<file path="src/rtl/mmio_io_port.sv">
// MMIO endpoint: input FIFO (host -> CPU io_in/eof) and output FIFO (CPU io_out -> host).
// Optional IO_COUNT_EN macro adds rd_count/wr_count transfer counters.
`ifndef WORD_SIZE
`define WORD_SIZE 16
`endif

module mmio_io_port #(
    parameter int DEPTH_LOG2 = 4
) (
    input  logic                   clk,
    input  logic                   reset,
    input  logic                   in_read,
    output logic [`WORD_SIZE-1:0]  io_in,
    output logic                   eof,
    input  logic                   out_write,
    input  logic [`WORD_SIZE-1:0]  io_out,
    input  logic                   host_in_valid,
    output logic                   host_in_ready,
    input  logic [`WORD_SIZE-1:0]  host_in_data,
    input  logic                   host_in_close,
    output logic                   host_out_valid,
    input  logic                   host_out_ready,
    output logic [`WORD_SIZE-1:0]  host_out_data,
    output logic                   underrun,
    output logic                   overflow,
    input  logic                   err_clear
`ifdef IO_COUNT_EN
    ,
    output logic [`WORD_SIZE-1:0]  rd_count,
    output logic [`WORD_SIZE-1:0]  wr_count
`endif
);

    localparam int DATA_W = `WORD_SIZE;
    localparam int DEPTH  = 1 << DEPTH_LOG2;
    localparam int PW     = DEPTH_LOG2 + 1;

    // Extra pointer MSB distinguishes full from empty when the index bits match.
    function automatic logic ptr_full(input logic [PW-1:0] w, input logic [PW-1:0] r);
        return (w[PW-1] != r[PW-1]) && (w[PW-2:0] == r[PW-2:0]);
    endfunction

    logic [DATA_W-1:0] in_mem_q  [DEPTH];
    logic [DATA_W-1:0] out_mem_q [DEPTH];

    logic [PW-1:0] in_wptr_q,  in_wptr_d,  in_rptr_q,  in_rptr_d;
    logic [PW-1:0] out_wptr_q, out_wptr_d, out_rptr_q, out_rptr_d;
    logic          closed_q,   closed_d;
    logic          underrun_q, underrun_d;
    logic          overflow_q, overflow_d;

    logic in_empty, in_full, out_empty, out_full;
    logic in_push, in_pop, out_push, out_pop;

    always_comb begin
        in_empty  = (in_wptr_q == in_rptr_q);
        in_full   = ptr_full(in_wptr_q, in_rptr_q);
        out_empty = (out_wptr_q == out_rptr_q);
        out_full  = ptr_full(out_wptr_q, out_rptr_q);

        // Push acceptance looks only at full, never at a same-cycle pop.
        in_push  = host_in_valid && !in_full;
        in_pop   = in_read && !in_empty;
        out_push = out_write && !out_full;
        out_pop  = host_out_ready && !out_empty;

        in_wptr_d  = in_push  ? in_wptr_q  + PW'(1) : in_wptr_q;
        in_rptr_d  = in_pop   ? in_rptr_q  + PW'(1) : in_rptr_q;
        out_wptr_d = out_push ? out_wptr_q + PW'(1) : out_wptr_q;
        out_rptr_d = out_pop  ? out_rptr_q + PW'(1) : out_rptr_q;

        closed_d = closed_q || host_in_close;

        // A new error event takes priority over err_clear.
        underrun_d = underrun_q;
        if (in_read && in_empty && !closed_q) begin
            underrun_d = 1'b1;
        end else if (err_clear) begin
            underrun_d = 1'b0;
        end

        overflow_d = overflow_q;
        if (out_write && out_full) begin
            overflow_d = 1'b1;
        end else if (err_clear) begin
            overflow_d = 1'b0;
        end
    end

    always_ff @(posedge clk or posedge reset) begin
        if (reset) begin
            in_wptr_q  <= '0;
            in_rptr_q  <= '0;
            out_wptr_q <= '0;
            out_rptr_q <= '0;
            closed_q   <= 1'b0;
            underrun_q <= 1'b0;
            overflow_q <= 1'b0;
        end else begin
            in_wptr_q  <= in_wptr_d;
            in_rptr_q  <= in_rptr_d;
            out_wptr_q <= out_wptr_d;
            out_rptr_q <= out_rptr_d;
            closed_q   <= closed_d;
            underrun_q <= underrun_d;
            overflow_q <= overflow_d;
        end
    end

    // Storage is not reset; emptiness is tracked by the pointers alone.
    always_ff @(posedge clk) begin
        if (in_push) begin
            in_mem_q[in_wptr_q[DEPTH_LOG2-1:0]] <= host_in_data;
        end
        if (out_push) begin
            out_mem_q[out_wptr_q[DEPTH_LOG2-1:0]] <= io_out;
        end
    end

    assign io_in          = in_empty ? '0 : in_mem_q[in_rptr_q[DEPTH_LOG2-1:0]];
    assign eof            = closed_q && in_empty;
    assign host_in_ready  = !in_full;
    assign host_out_valid = !out_empty;
    assign host_out_data  = out_empty ? '0 : out_mem_q[out_rptr_q[DEPTH_LOG2-1:0]];
    assign underrun       = underrun_q;
    assign overflow       = overflow_q;

`ifdef IO_COUNT_EN
    logic [DATA_W-1:0] rd_count_q, rd_count_d;
    logic [DATA_W-1:0] wr_count_q, wr_count_d;

    always_comb begin
        rd_count_d = in_pop   ? rd_count_q + DATA_W'(1) : rd_count_q;
        wr_count_d = out_push ? wr_count_q + DATA_W'(1) : wr_count_q;
    end

    always_ff @(posedge clk or posedge reset) begin
        if (reset) begin
            rd_count_q <= '0;
            wr_count_q <= '0;
        end else begin
            rd_count_q <= rd_count_d;
            wr_count_q <= wr_count_d;
        end
    end

    assign rd_count = rd_count_q;
    assign wr_count = wr_count_q;
`endif

endmodule

</file>
<file path="config.mk">
export PLATFORM = sky130hd
export DESIGN_NAME = mmio_io_port
export DESIGN_NICKNAME = d
export VERILOG_FILES = /design/src/rtl/mmio_io_port.sv
export SDC_FILE = /design/constraint.sdc
export NUM_CORES = 1
export LEC_CHECK = 0
export ABC_CLOCK_PERIOD_IN_PS = 3100
export CORE_ASPECT_RATIO = 1.4
export CORE_MARGIN = 8
export CORE_UTILIZATION = 50
export DETAILED_ROUTE_END_ITERATION = 12
export HOLD_SLACK_MARGIN = 0.06
export PLACE_DENSITY = 0.67
export SLEW_MARGIN = 10
export SYNTH_ARGS = -nofsm -noshare
export SYNTH_HDL_FRONTEND = slang
export SYNTH_SLANG_ARGS = --single-unit
</file>
<file path="constraint.sdc">
create_clock -name clk -period 3.1 [get_ports clk]
set_input_delay 0.31 -clock clk [delete_from_list [all_inputs] [get_ports clk]]
set_output_delay 0.31 -clock clk [all_outputs]
set_load 0.05 [all_outputs]
</file>
**After elaboration in Yosys (flattened, before gate mapping)**

Memory sizes are Yosys's and may differ from the RTL's.
Index checks and enable logic that the tools add are counted.

- Bits in writable memories: 512
- Register bits after elaboration: 23
- Word-level logic and storage cells: 46
- Memories: 2
- Bits of input ports: 40

Memory list:

| name | depth | width | read ports | clocked after memory_dff | wr ports | RTL line | text |
|---|---|---|---|---|---|---|---|
| in_mem_q | 16 | 16 | 1 | 0 | 1 | 43 | `logic [DATA_W-1:0] in_mem_q [DEPTH];` |
| out_mem_q | 16 | 16 | 1 | 0 | 1 | 44 | `logic [DATA_W-1:0] out_mem_q [DEPTH];` |

- Add/sub/neg operators: 4
- Mux-type cells: 9
- Equal/unequal tests: 6
- Reductions and logical operators: 18

Operators with widths:

| cell | count |
|---|---|
| 16-bit two-way mux | 2 |
| 5-bit by 1-bit adder with 5-bit output (second input constant) | 4 |
| 5-bit equality test | 2 |
| 1-bit logical AND | 10 |
| 4-bit equality test | 2 |
| 1-bit two-way mux | 7 |
| 1-bit logical NOT | 5 |
| 2-bit nonzero test | 2 |
| 1-bit != test | 2 |
| 1-bit logical OR | 1 |

**Depth between registers and ports, before layout**

Gate-level depths: netlist of the first run.

- Depth after elaboration: 6
- Mapped depth: 6
- Mapped depth without buffers: 4

**Worst setup path before layout of the first run**

No wires, ideal clock.

- Path type: register to register
- Start point: register out_wptr_q[3]
- End point: memory out_mem_q[3][0] in the netlist's numbering, enable pin
- Path slack: 0.556 ns
- Setup time: 0.409 ns
- Arrival: 2.135 ns
- Stages on the path, launching flop included: 6
- Clock period less this slack: 2.544 ns
- Cells stage by stage: dfrtp_1 -> buf_2 -> xnor2_1 -> nand4_2 -> o211ai_1 -> nor3_1

- Longest elaborated chain between the ends: 6

Ends and longest elaborated chain:

| what | RTL line | text |
|---|---|---|
| start: declaration | 47 | `logic [PW-1:0] out_wptr_q, out_wptr_d, out_rptr_q, out_rptr_d;` |
| start signal: assignment | 102 | `out_wptr_q <= out_wptr_d;` |
| 4-bit equality test | 40 | `return (w[PW-1] != r[PW-1]) && (w[PW-2:0] == r[PW-2:0]);` |
| 1-bit logical AND | 40 |  |
| 1-bit logical NOT | 64 | `out_push = out_write && !out_full;` |
| 1-bit logical AND | 64 |  |
| 1-bit two-way mux | 115 | `if (out_push) begin` |
| 1-bit two-way mux (not written as such) | 116 | `out_mem_q[out_wptr_q[DEPTH_LOG2-1:0]] <= io_out;` |
| end: declaration | 44 |  |

Several ways; a longest one is shown, not always the timed one.

**Worst setup path after layout of the first run**

- Start point: register in_rptr_q[0]
- End point: output port io_in[9]

- Longest elaborated chain between the ends: 2

Ends and longest elaborated chain:

| what | RTL line | text |
|---|---|---|
| start: declaration | 46 | `logic [PW-1:0] in_wptr_q, in_wptr_d, in_rptr_q, in_rptr_d;` |
| start signal: assignment | 101 | `in_rptr_q <= in_rptr_d;` |
| memory 16 x 16 bit or 5-bit equality test (tied branches) | - |  |
| 16-bit two-way mux * | 120 | `assign io_in = in_empty ? '0 : in_mem_q[in_rptr_q[DEPTH_LOG2-1:0]];` |
| end: declaration | 13 | `` output logic [`WORD_SIZE-1:0] io_in, `` |

Every way passes the cells marked *; elsewhere a longest branch is shown, timed or not.

==> summary.txt, run 1 <==
Route
  • Total wire length: 46800 µm
  • Number of detailed-route iterations in the first pass: 5
  • Met2 wire len: approximately 25000 µm
  • Via-to-Cell Ratio: approximately 6
  • Routed WL per cell: 28.1 µm
  • # DRC: 0
  • DRT met1 WL: 17900 µm
  • DR WL met3: 2730 µm
  • Drt initial violations: about 740
  • Vias: 10000
  • ANT nets after route: 0
  • Top sig layer: met4

CTS
  • Cts bufs inserted: a little under 50
  • CTS sink cnt: ~540
  • Cts hold-fix bufs: 0
  • Longest Clk Path Bufs: 3
  • H-Tree Depth: 2
  • Clock Latency Late Sink: approximately 570 ps
  • Root Buffer: clkbuf_16
  • Clock transition at path regs: 70 ps
  • CTS tree: yes

Hold path
  • Class of the worst hold path: input port to asynchronous set/reset pin

STA
  • Fin. max-slew vios: 0
  • RSZ-0062 raised after global routing: no
  • Slew headroom: 0.342
  • Setup slack after layout: approximately 120 ps
  • Worst Skew: 22.6 ps
  • Post-layout min period: between 2000 and 3000 ps
  • Slew @ Worst Pin: just under 1000 ps
  • Fin crit share: 0.963
  • Final Setup Violations: 0
  • TNS Setup: 0 ps
  • Fin. Hold Viols: 0
  • Top achievable clock speed: ~0.34 GHz

Yosys
  • Largest family of logic cells by synthesized area: multiplexers
  • Sequential fraction of the synthesis area: 0.764
  • Synth Area in Compound Gates: 0.0375
  • Top_reg_cell synth: edfxtp_1
  • Synth unique cells: 39
  • Synth top area share: 0.737
  • Simple logic cell fraction of the synthesized area: 0.0181
  • Number of synthesized flops with an enable pin: around 510
  • Post-Synthesis Cell Area: approximately 21000 µm²
  • #FFs+latches synth: 535
  • Avg Inst Size Synth: approximately 22 µm²
  • Largest cells by area after synthesis: edfxtp_1 74%, mux4_2 11%, mux4_1 2.8%, dfrtp_1 2.8%, a22oi_1 2.3%
  • Synth area leader: edfxtp_1
  • Total nets after synthesis: 990
  • Mux cell area share after synthesis: 0.144
  • Yosys warnings: 0
  • Synth Area in XOR/XNOR: 0.0117
  • Post-synthesis async set-or-reset flop share: 0.0430
  • Post-synthesis adder-cell area fraction: 0.00599
  • Synthesized instance count: between 900 and 1000

Placement
  • Detailed Place HPWL: approximately 29000 µm
  • DP Area: around 23000 µm²
  • Setup WS pre-CTS: 496 ps
  • Placer Congestion: 0.765
  • Port Buffers: 76

Final layout
  • Final core occ: 0.592
  • Leading cell type in the layout, fill and taps excluded: edfxtp_1
  • Synth-to-Final Area Change: 16.8%
  • Commonest cells after routing, fill and taps aside: 512 x edfxtp_1, 106 x mux4_2, 75 x buf_4
  • Multi-input gate area: between 4000 and 5000 µm²
  • Nets@finish: around 1100
  • Layout cell share with drive strength beyond 1: 0.264
  • Design area: ~24000 µm²
  • Fill cells: a little under 3000
  • Register area: approximately 16000 µm²

Pwr
  • Logic pwr share: 0.386
  • Internal power: between 15 and 20 mW
  • LEAKAGE: around 8.0 nW
  • Seq pwr share: 0.372
  • Switching Fraction: 0.344
  • Psw: 8.58 mW
  • P per Cell Area: around 1000 nW/µm²
  • Worst vdd ir: about 1.2 mV
  • Clock power share: 0.242

Global route
  • Overall routing resource usage: 0.193
  • Initial antenna violation count: 5
  • Largest net degree at the start of global routing: 60
  • Global route overflow: 0
  • Vias in the first global route: roughly 11000
  • First-pass GRT wire length: 69100 µm

Die
  • Die ar.: about 49000 µm²
  • Initial Util: 0.507
  • Die W: between 150 and 200 µm
  • Row count: around 90
  • Die height: between 200 and 300 µm
  • Core area: between 40000 and 50000 µm²
  • # IOs: between 70 and 80

Worst setup path
  • WP buf/inv: 2
  • Cell family with most CP delay: flip-flops
  • R2r startpoint: in_rptr_q[0]$_DFFE_PP0P_
  • Worst Path Max Fanout: 13
  • Flop-to-flop setup slack: ~640 ps
  • CP Cell Sequence: buf_4, mux4_1, a22oi_1, a21oi_1, buf_12
  • Origin of the worst setup path: in_rptr_q[0]$_DFFE_PP0P_
  • Startpoint Class: flip-flop
  • WS Path Type: flip-flop to primary output
  • Critical Path Sink Type: primary output
  • Crit path arrival time: roughly 2700 ps
  • CP peak stage delay: 620 ps
  • Max stage delay cell, worst path: dfrtp_4
  • Worst Path Required: between 2000 and 3000 ps

Outcome
  • Status: complete, no violations

Job
  • Max capacitance violation total: 0
layer usage:
metal  track usage  up-vias
li1              -     4288
met1         0.233     5300
met2         0.343      341
met3        0.0344       79
met4        0.0661        0
met5        0.0111        -
through the flow:
stage	hold slack [ps]	power, mW	instances
final	274	25.0	1665
after global routing	357	26.0	1663
after CTS	270	25.2	1659
after detailed placement	457	19.1	1568
after global placement	453	19.0	1568
after floorplan	312	15.4	940
synth_stat cells (all sizes together) (2+ instances only):
| master | count |
|---|---|
| edfxtp | 512 |
| mux4 | 128 |
| a22oi | 64 |
| buf | 43 |
| a21oi | 33 |
| and3 | 25 |
| xnor2 | 25 |
| dfrtp | 23 |
| clkbuf | 10 |
| ha | 10 |
| inv | 10 |
| nor2b | 9 |
| nor2 | 7 |
| o211ai | 6 |
| and2 | 4 |
| and4b | 4 |
| mux2 | 4 |
| o2111ai | 4 |
| nand4 | 3 |
| o21ai | 3 |
| xor2 | 3 |
| and4 | 2 |
| nor3 | 2 |
layout make-up:
type / count / share of cell area
well taps: 540 / 0.0277
clock inverters: 25 / 0.0114
repair buffers: 143 / 0.0622
flip-flops and latches: 535 / 0.655
inverters: 10 / 0.00154
multi-input cells: 342 / 0.187
diodes: 5 / 0.000513
clock buffers: 65 / 0.0549
registers in the layout, indices dropped and copies added (netlist names), 5 cells and up:
| register | flops |
|---|---|
| out_wptr_q | 5 |
| in_mem_q | 256 |
| out_rptr_q | 5 |
| in_wptr_q | 5 |
| in_rptr_q | 5 |
| out_mem_q | 256 |
final timing paths:
path	end	depth (start not counted)
setup / recovery	io_in[9]	5
setup reg to reg	in_mem_q[5][10]$_DFFE_PP_	5
max in group asynchronous	out_rptr_q[1]$_DFFE_PP0P_	2
min in group clk	underrun$_DFFE_PP0P_	3
hold / removal	in_rptr_q[2]$_DFFE_PP0P_	2
hold reg to reg	closed_q$_DFF_PP0_	1
cell families (layout without fill, tap and decap cells):
| group | count (synthesis) | count (layout) |
|---|---|---|
| other | 0 | 5 |
| AO/OA/AOI/OAI | 114 | 114 |
| adder cells (fa/ha/maj) | 10 | 10 |
| XOR/XNOR | 28 | 28 |
| buffers and inverters | 63 | 243 |
| multiplexers | 132 | 132 |
| AND/OR/NAND/NOR | 58 | 58 |
| flip-flops | 535 | 535 |
power by group through the flow:
| stage | Sequential, mW | Combinational [mW] | Clock [mW] |
|---|---|---|---|
| finish | 9.28 | 9.65 | 6.05 |
| global route | 9.36 | 10.2 | 6.42 |
| CTS | 9.28 | 9.77 | 6.17 |
| detailed placement | 9.46 | 9.63 | 0 |
| global placement | 9.42 | 9.59 | 0 |
| floorplan | 9.12 | 6.30 | 0 |
worst reg2reg max path, cell delays in order, from the launching register on:
cell      delay, ps
dfrtp_4         610
xnor2_1         200
and4_1          230
a21boi_2        480
and4b_1         280
buf_4           310
timing repair:
item | in CTS | in global routing
endpoints found under the setup margin | 15 | 2
gates resized for setup | 0 | 3
cloned | 0 | 1
setup buffers | 1 | 0
No activity file was read; power rests on OpenSTA's default activity.
==> run 2, diff against run 1 <==
- DONT_BUFFER_PORTS: not set -> 1
- PLACE_DENSITY: 0.67 -> not set
- RECOVER_POWER: not set -> 25
==> summary.txt, run 2 (synthesized netlist as in run 1, its figures left out) <==
CTS
  • CTS tree: yes (unchanged)
  • CTS sink cnt: 535 (unchanged)
  • Cts bufs inserted: 51 (was 49)
  • Root Buffer: clkbuf_16 (unchanged)
  • Longest Clk Path Bufs: 3 (unchanged)
  • Clock transition at path regs: 60 ps (was 70 ps)
  • H-Tree Depth: 2 (unchanged)
  • Clock Latency Late Sink: 570 ps (about the same)

Global route
  • M3 GR Usage: 0.0384 (was 0.0344)
  • Global route overflow: 0 (unchanged)
  • Initial antenna violation count: 1 (was 5)
  • Largest net degree at the start of global routing: 68 (was 60)
  • Vias in the first global route: 10500 (about the same)
  • First-pass GRT wire length: 69700 µm (was 69100 µm)
  • Met2 GRT Util: 0.352 (was 0.343)
  • Overall routing resource usage: 0.195 (was 0.193)
  • Most used routing layer: met2 (unchanged)
  • Met1 Track Usage GR: 0.225 (was 0.233)

Route
  • Drt initial violations: 646 (was 744)
  • Routed WL per cell: 28.6 µm (was 28.1 µm)
  • Number of detailed-route iterations in the first pass: 5 (unchanged)
  • # DRC: 0 (unchanged)
  • ANT nets after route: 0 (unchanged)
  • Vias: 9873 (was 10000)
  • Via-to-Cell Ratio: 5.96 (was 6.01)
  • Total wire length: 47400 µm (was 46800 µm)

STA
  • Post-layout min period: 2980 ps (about the same)
  • Fin. Hold Viols: 0 (unchanged)
  • Slew headroom: 0.287 (was 0.342)
  • TNS Setup: 0 ps (unchanged)
  • RSZ-0062 raised after global routing: no (unchanged)
  • Fin crit share: 0.961 (was 0.963)
  • Slew @ Worst Pin: 1070 ps (was 986 ps)
  • Worst Skew: 11.1 ps (was 22.6 ps)
  • Final Setup Violations: 0 (unchanged)
  • Top achievable clock speed: 0.336 GHz (was 0.335 GHz)
  • Fin. max-slew vios: 0 (unchanged)

Final layout
  • Commonest cells after routing, fill and taps aside: 512 x edfxtp_1, 106 x mux4_2, 85 x buf_4 (was 512 x edfxtp_1, 106 x mux4_2, 75 x buf_4)
  • Leading cell type in the layout, fill and taps excluded: edfxtp_1 (unchanged)
  • Final Non-Filler Cells: 1657 (was 1665)
  • Fill cells: 3016 (was 2972)
  • Nets@finish: 1125 (was 1131)
  • Multi-input gate area: 4560 µm² (was 4550 µm²)
  • Register area: 16000 µm² (about the same)
  • Final core occ: 0.588 (was 0.592)
  • Synth-to-Final Area Change: 16.1% (was 16.8%)
  • Layout cell share with drive strength beyond 1: 0.266 (was 0.264)

Worst setup path
  • Startpoint Class: flip-flop (unchanged)
  • Max stage delay cell, worst path: mux4_1 (was dfrtp_4)
  • Flop-to-flop setup slack: 550 ps (was 640 ps)
  • Crit path arrival time: 2670 ps (about the same)
  • CP peak stage delay: 610 ps (was 620 ps)
  • CP Cell Sequence: buf_4, mux4_1, a22oi_1, a21oi_1, buf_4 (was buf_4, mux4_1, a22oi_1, a21oi_1, buf_12)
  • Worst Path Required: 2790 ps (about the same)
  • Critical Path Sink Type: primary output (unchanged)
  • WS Path Type: flip-flop to primary output (unchanged)
  • CP most frequent cell: buf_4
  • Worst Path Max Fanout: 13 (unchanged)

Pwr
  • LEAKAGE: 8.01 nW (was 8.03 nW)
  • Worst vdd ir: 1.18 mV (was 1.24 mV)
  • P per Cell Area: 1020 nW/µm² (about the same)

Die
  • Die ar.: 48600 µm² (unchanged)
  • Die height: 258 µm (unchanged)
  • Initial Util: 0.507 (unchanged)
  • Row count: 88 (unchanged)
  • Die W: 189 µm (unchanged)
  • Core area: 41200 µm² (unchanged)
  • # IOs: 77 (unchanged)

Placement
  • Port Buffers: 0 (was 76)
  • Placer Congestion: 0.768 (was 0.765)
  • Placed instance count: 1518 (was 1568)
  • Detailed Place HPWL: 28900 µm (was 28700 µm)

Outcome
  • Status: complete, no violations (unchanged)

Job
  • Max capacitance violation total: 0 (unchanged)

Hold path
  • Class of the worst hold path: input port to flip-flop (was input port to asynchronous set/reset pin)
[run 2: cell count changes in the layout (fill, tap and decap cells not counted), sizes merged]
| cell | delta |
|---|---|
| clkinv | +5 |
| clkinvlp | -3 |
| clkdlybuf4s50 | -42 |
| buf | -5 |
| diode | -3 |
| bufinv | +3 |
| clkbuf | -3 |
| dlygate4sd3 | +40 |
[run 2: critical path, delay by kind of cell (launching register included)]
kind,cells,cell delay [ps]
multiplexers,1,610
AO/OA/AOI/OAI,2,530
buffers and inverters,2,510
flip-flops,1,450
[run 2: area by class of cell]
cell class	count	share of cell area
clock inverter	30	0.0154
multi-input combinational	342	0.188
timing repair buffer	135	0.0514
inverter	10	0.00155
clock buffer	63	0.0563
antenna	2	0.000207
sequential	535	0.659
tap	540	0.0279
[run 2: path summary, 6_finish.rpt]
path                                           start                          to  cells past startpoint
hold / removal                             out_write   out_wptr_q[2]$_DFFE_PP0P_                      2
setup reg to reg           out_rptr_q[4]$_DFFE_PP0P_  out_mem_q[0][10]$_DFFE_PP_                      3
setup / recovery           out_rptr_q[0]$_DFFE_PP0P_           host_out_data[15]                      5
min in group asynchronous                      reset          closed_q$_DFF_PP0_                      2
hold reg to reg                   closed_q$_DFF_PP0_          closed_q$_DFF_PP0_                      1
max in group asynchronous                      reset    in_rptr_q[0]$_DFFE_PP0P_                      2
[run 2: routing by layer]
layer  share of wire  wire length [µm]
met1            0.37             17500
met2            0.54             25400
met3           0.053              2530
met4           0.040              1890
met5         0.00023                11
[run 2: power by group]
part           switching, mW  total [mW]  internal (mW)  leakage, nW
registers              0.399        9.18           8.78         4.89
clock network           2.57        6.44           3.87        0.856
logic                   5.59        9.02           3.43         2.26
total                   8.56        24.6           16.1         8.01
[run 2: through the flow]
step	instance area, µm²	hold slack [ps]	total power, mW	worst slack, ps
floorplan	20900	312	15.4	556
global placement	22000	410	18.2	551
detailed placement	22000	410	18.3	534
CTS	24200	76.5	24.9	52.7
global route	24200	114	25.6	17.8
finish	24200	116	24.6	121
[run 2: repair_timing]
item | in CTS | in global routing
hold buffers | 40 | 0
gates resized for setup | 0 | 2
endpoints found under the setup margin | 2 | 1
endpoints found under the hold margin | 552 | 0
pin swaps | 0 | 0
setup buffers | 4 | 0
==> run 3, diff against run 2 <==
- CORE_MARGIN: 8 -> 2
==> summary.txt, run 3 (synthesized netlist as in run 1, its figures left out) <==
STA
  • Post-layout min period: 2990 ps (was 2980 ps)
  • Worst Skew: 13.5 ps (was 11.1 ps)
  • Top achievable clock speed: 0.334 GHz (was 0.336 GHz)
  • WHS: 64.7 ps (was 116 ps)
  • Setup slack after layout: 108 ps (was 121 ps)
  • Fin. Hold Viols: 0 (unchanged)
  • Fin. max-slew vios: 0 (unchanged)
  • RSZ-0062 raised after global routing: no (unchanged)
  • Final Setup Violations: 0 (unchanged)
  • Slew @ Worst Pin: 1120 ps (was 1070 ps)
  • Slew headroom: 0.256 (was 0.287)
  • TNS Setup: 0 ps (unchanged)
  • Fin crit share: 0.965 (was 0.961)

Die
  • Initial Util: 0.507 (unchanged)
  • Die height: 246 µm (was 258 µm)
  • # IOs: 77 (unchanged)
  • Die W: 177 µm (was 189 µm)
  • Die ar.: 43400 µm² (was 48600 µm²)
  • Row count: 88 (unchanged)
  • Core area: 41200 µm² (unchanged)

Route
  • # DRC: 0 (unchanged)
  • Drt initial violations: 693 (was 646)
  • ANT nets after route: 0 (unchanged)
  • Routed WL per cell: 28.3 µm (was 28.6 µm)
  • Number of detailed-route iterations in the first pass: 5 (unchanged)
  • Total wire length: 46500 µm (was 47400 µm)
  • Vias: 9887 (was 9873)
  • Via-to-Cell Ratio: 6.02 (was 5.96)

CTS
  • CTS tree: yes (unchanged)
  • CTS sink cnt: 535 (unchanged)
  • Root Buffer: clkbuf_16 (unchanged)
  • Cts bufs inserted: 49 (was 51)
  • Clock Latency Late Sink: 560 ps (was 570 ps)
  • Longest Clk Path Bufs: 3 (unchanged)
  • Clock transition at path regs: 60 ps (about the same)
  • H-Tree Depth: 2 (unchanged)

Worst setup path
  • Flop-to-flop setup slack: 460 ps (was 550 ps)
  • Max stage delay cell, worst path: mux4_1 (unchanged)
  • Crit path arrival time: 2680 ps (was 2670 ps)
  • CP peak stage delay: 580 ps (was 610 ps)
  • CP Cell Sequence: buf_12, mux4_1, a22oi_1, a21oi_1, buf_4 (was buf_4, mux4_1, a22oi_1, a21oi_1, buf_4)
  • Worst Path Required: 2790 ps (about the same)
  • Startpoint Class: flip-flop (unchanged)
  • Critical Path Sink Type: primary output (unchanged)
  • WS Path Type: flip-flop to primary output (unchanged)
  • Worst Path Max Fanout: 22 (was 13)

Global route
  • Initial antenna violation count: 3 (was 1)
  • Global route overflow: 0 (unchanged)
  • First-pass GRT wire length: 68600 µm (was 69700 µm)
  • Vias in the first global route: 10500 (about the same)
  • Overall routing resource usage: 0.220 (was 0.195)
  • Largest net degree at the start of global routing: 68 (unchanged)

Outcome
  • Status: complete, no violations (unchanged)

Pwr
  • P per Cell Area: 1000 nW/µm² (was 1020 nW/µm²)
  • Worst vdd ir: 1.37 mV (was 1.18 mV)
  • Tot Pwr: 24.1 mW (was 24.6 mW)
  • LEAKAGE: 7.86 nW (was 8.01 nW)

Final layout
  • Nets@finish: 1112 (was 1125)
  • Final Non-Filler Cells: 1643 (was 1657)
  • Design area: 24000 µm² (was 24200 µm²)
  • Final core occ: 0.583 (was 0.588)
  • Leading cell type in the layout, fill and taps excluded: edfxtp_1 (unchanged)
  • Synth-to-Final Area Change: 15.0% (was 16.1%)
  • Layout cell share with drive strength beyond 1: 0.254 (was 0.266)
  • Fill cells: 3080 (was 3016)
  • Commonest cells after routing, fill and taps aside: 512 x edfxtp_1, 106 x mux4_2, 73 x buf_4 (was 512 x edfxtp_1, 106 x mux4_2, 85 x buf_4)

Placement
  • Setup WS pre-CTS: 514 ps (was 534 ps)
  • Detailed Place HPWL: 28300 µm (was 28900 µm)
  • Port Buffers: 0 (unchanged)
  • Placed instance count: 1509 (was 1518)
  • DP Area: 22000 µm² (about the same)
  • Placer Congestion: 0.756 (was 0.768)

Job
  • Max capacitance violation total: 0 (unchanged)

Hold path
  • Class of the worst hold path: input port to flip-flop (unchanged)
==> run 3: cell count changes in the layout (fill, tap and decap cells not counted), moves of 2 or more <==
cell	change
buf_4	-12
clkbuf_1	-2
clkinv_1	+5
bufinv_16	-5
clkinvlp_4	+2
clkinv_2	-4
==> run 3: repair_timing <==
item	4_1_cts	5_1_grt
setup buffers	0	2
setup endpoints to repair	3	13
gates resized for setup	1	2
hold buffers	39	0
endpoints found under the hold margin	551	0
gates cloned	0	1
==> run 3: worst max-delay path, delay by kind of cell, from the launching register on <==
family,cells,cell delay (ps)
muxes,1,580
DFF,1,550
AOI/OAI and AO/OA,2,490
buffers and inverters,2,470
==> run 3: cell type report <==
| type | count | area (µm²) | area share |
|---|---|---|---|
| inverter | 10 | 37.5 | 0.00156 |
| sequential | 535 | 16000 | 0.665 |
| multi-input combinational | 342 | 4570 | 0.190 |
| clock buffer | 59 | 1310 | 0.0544 |
| timing repair buffer | 124 | 1180 | 0.0493 |
| clock inverter | 30 | 256 | 0.0107 |
| antenna | 3 | 7.51 | 0.000313 |
| tap | 540 | 676 | 0.0282 |
==> run 3: report_power, final <==
| group | internal, mW | total [mW] | switching [mW] |
|---|---|---|---|
| registers | 8.78 | 9.19 | 0.414 |
| logic | 3.42 | 8.99 | 5.57 |
| clock network | 3.34 | 5.90 | 2.56 |
| total | 15.5 | 24.1 | 8.55 |
==> run 3: path summary, 6_finish.rpt <==
| kind | from | end | cells past startpoint |
|---|---|---|---|
| hold / removal | err_clear | overflow$_DFFE_PP0P_ | 2 |
| setup / recovery | in_rptr_q[0]$_DFFE_PP0P_ | io_in[4] | 5 |
| setup reg to reg | out_rptr_q[0]$_DFFE_PP0P_ | out_mem_q[6][7]$_DFFE_PP_ | 4 |
| max in group asynchronous | reset | out_rptr_q[0]$_DFFE_PP0P_ | 2 |
| min in group asynchronous | reset | closed_q$_DFF_PP0_ | 2 |
| hold reg to reg | closed_q$_DFF_PP0_ | closed_q$_DFF_PP0_ | 1 |
==> run 3: routing by layer <==
metal / track usage / part of all wire / wire, µm
met3: 0.0394 / 0.048 / 2220
met1: 0.264 / 0.38 / 17500
met5: 0 / 0 / 0
met4: 0.0608 / 0.024 / 1130
met2: 0.404 / 0.55 / 25600
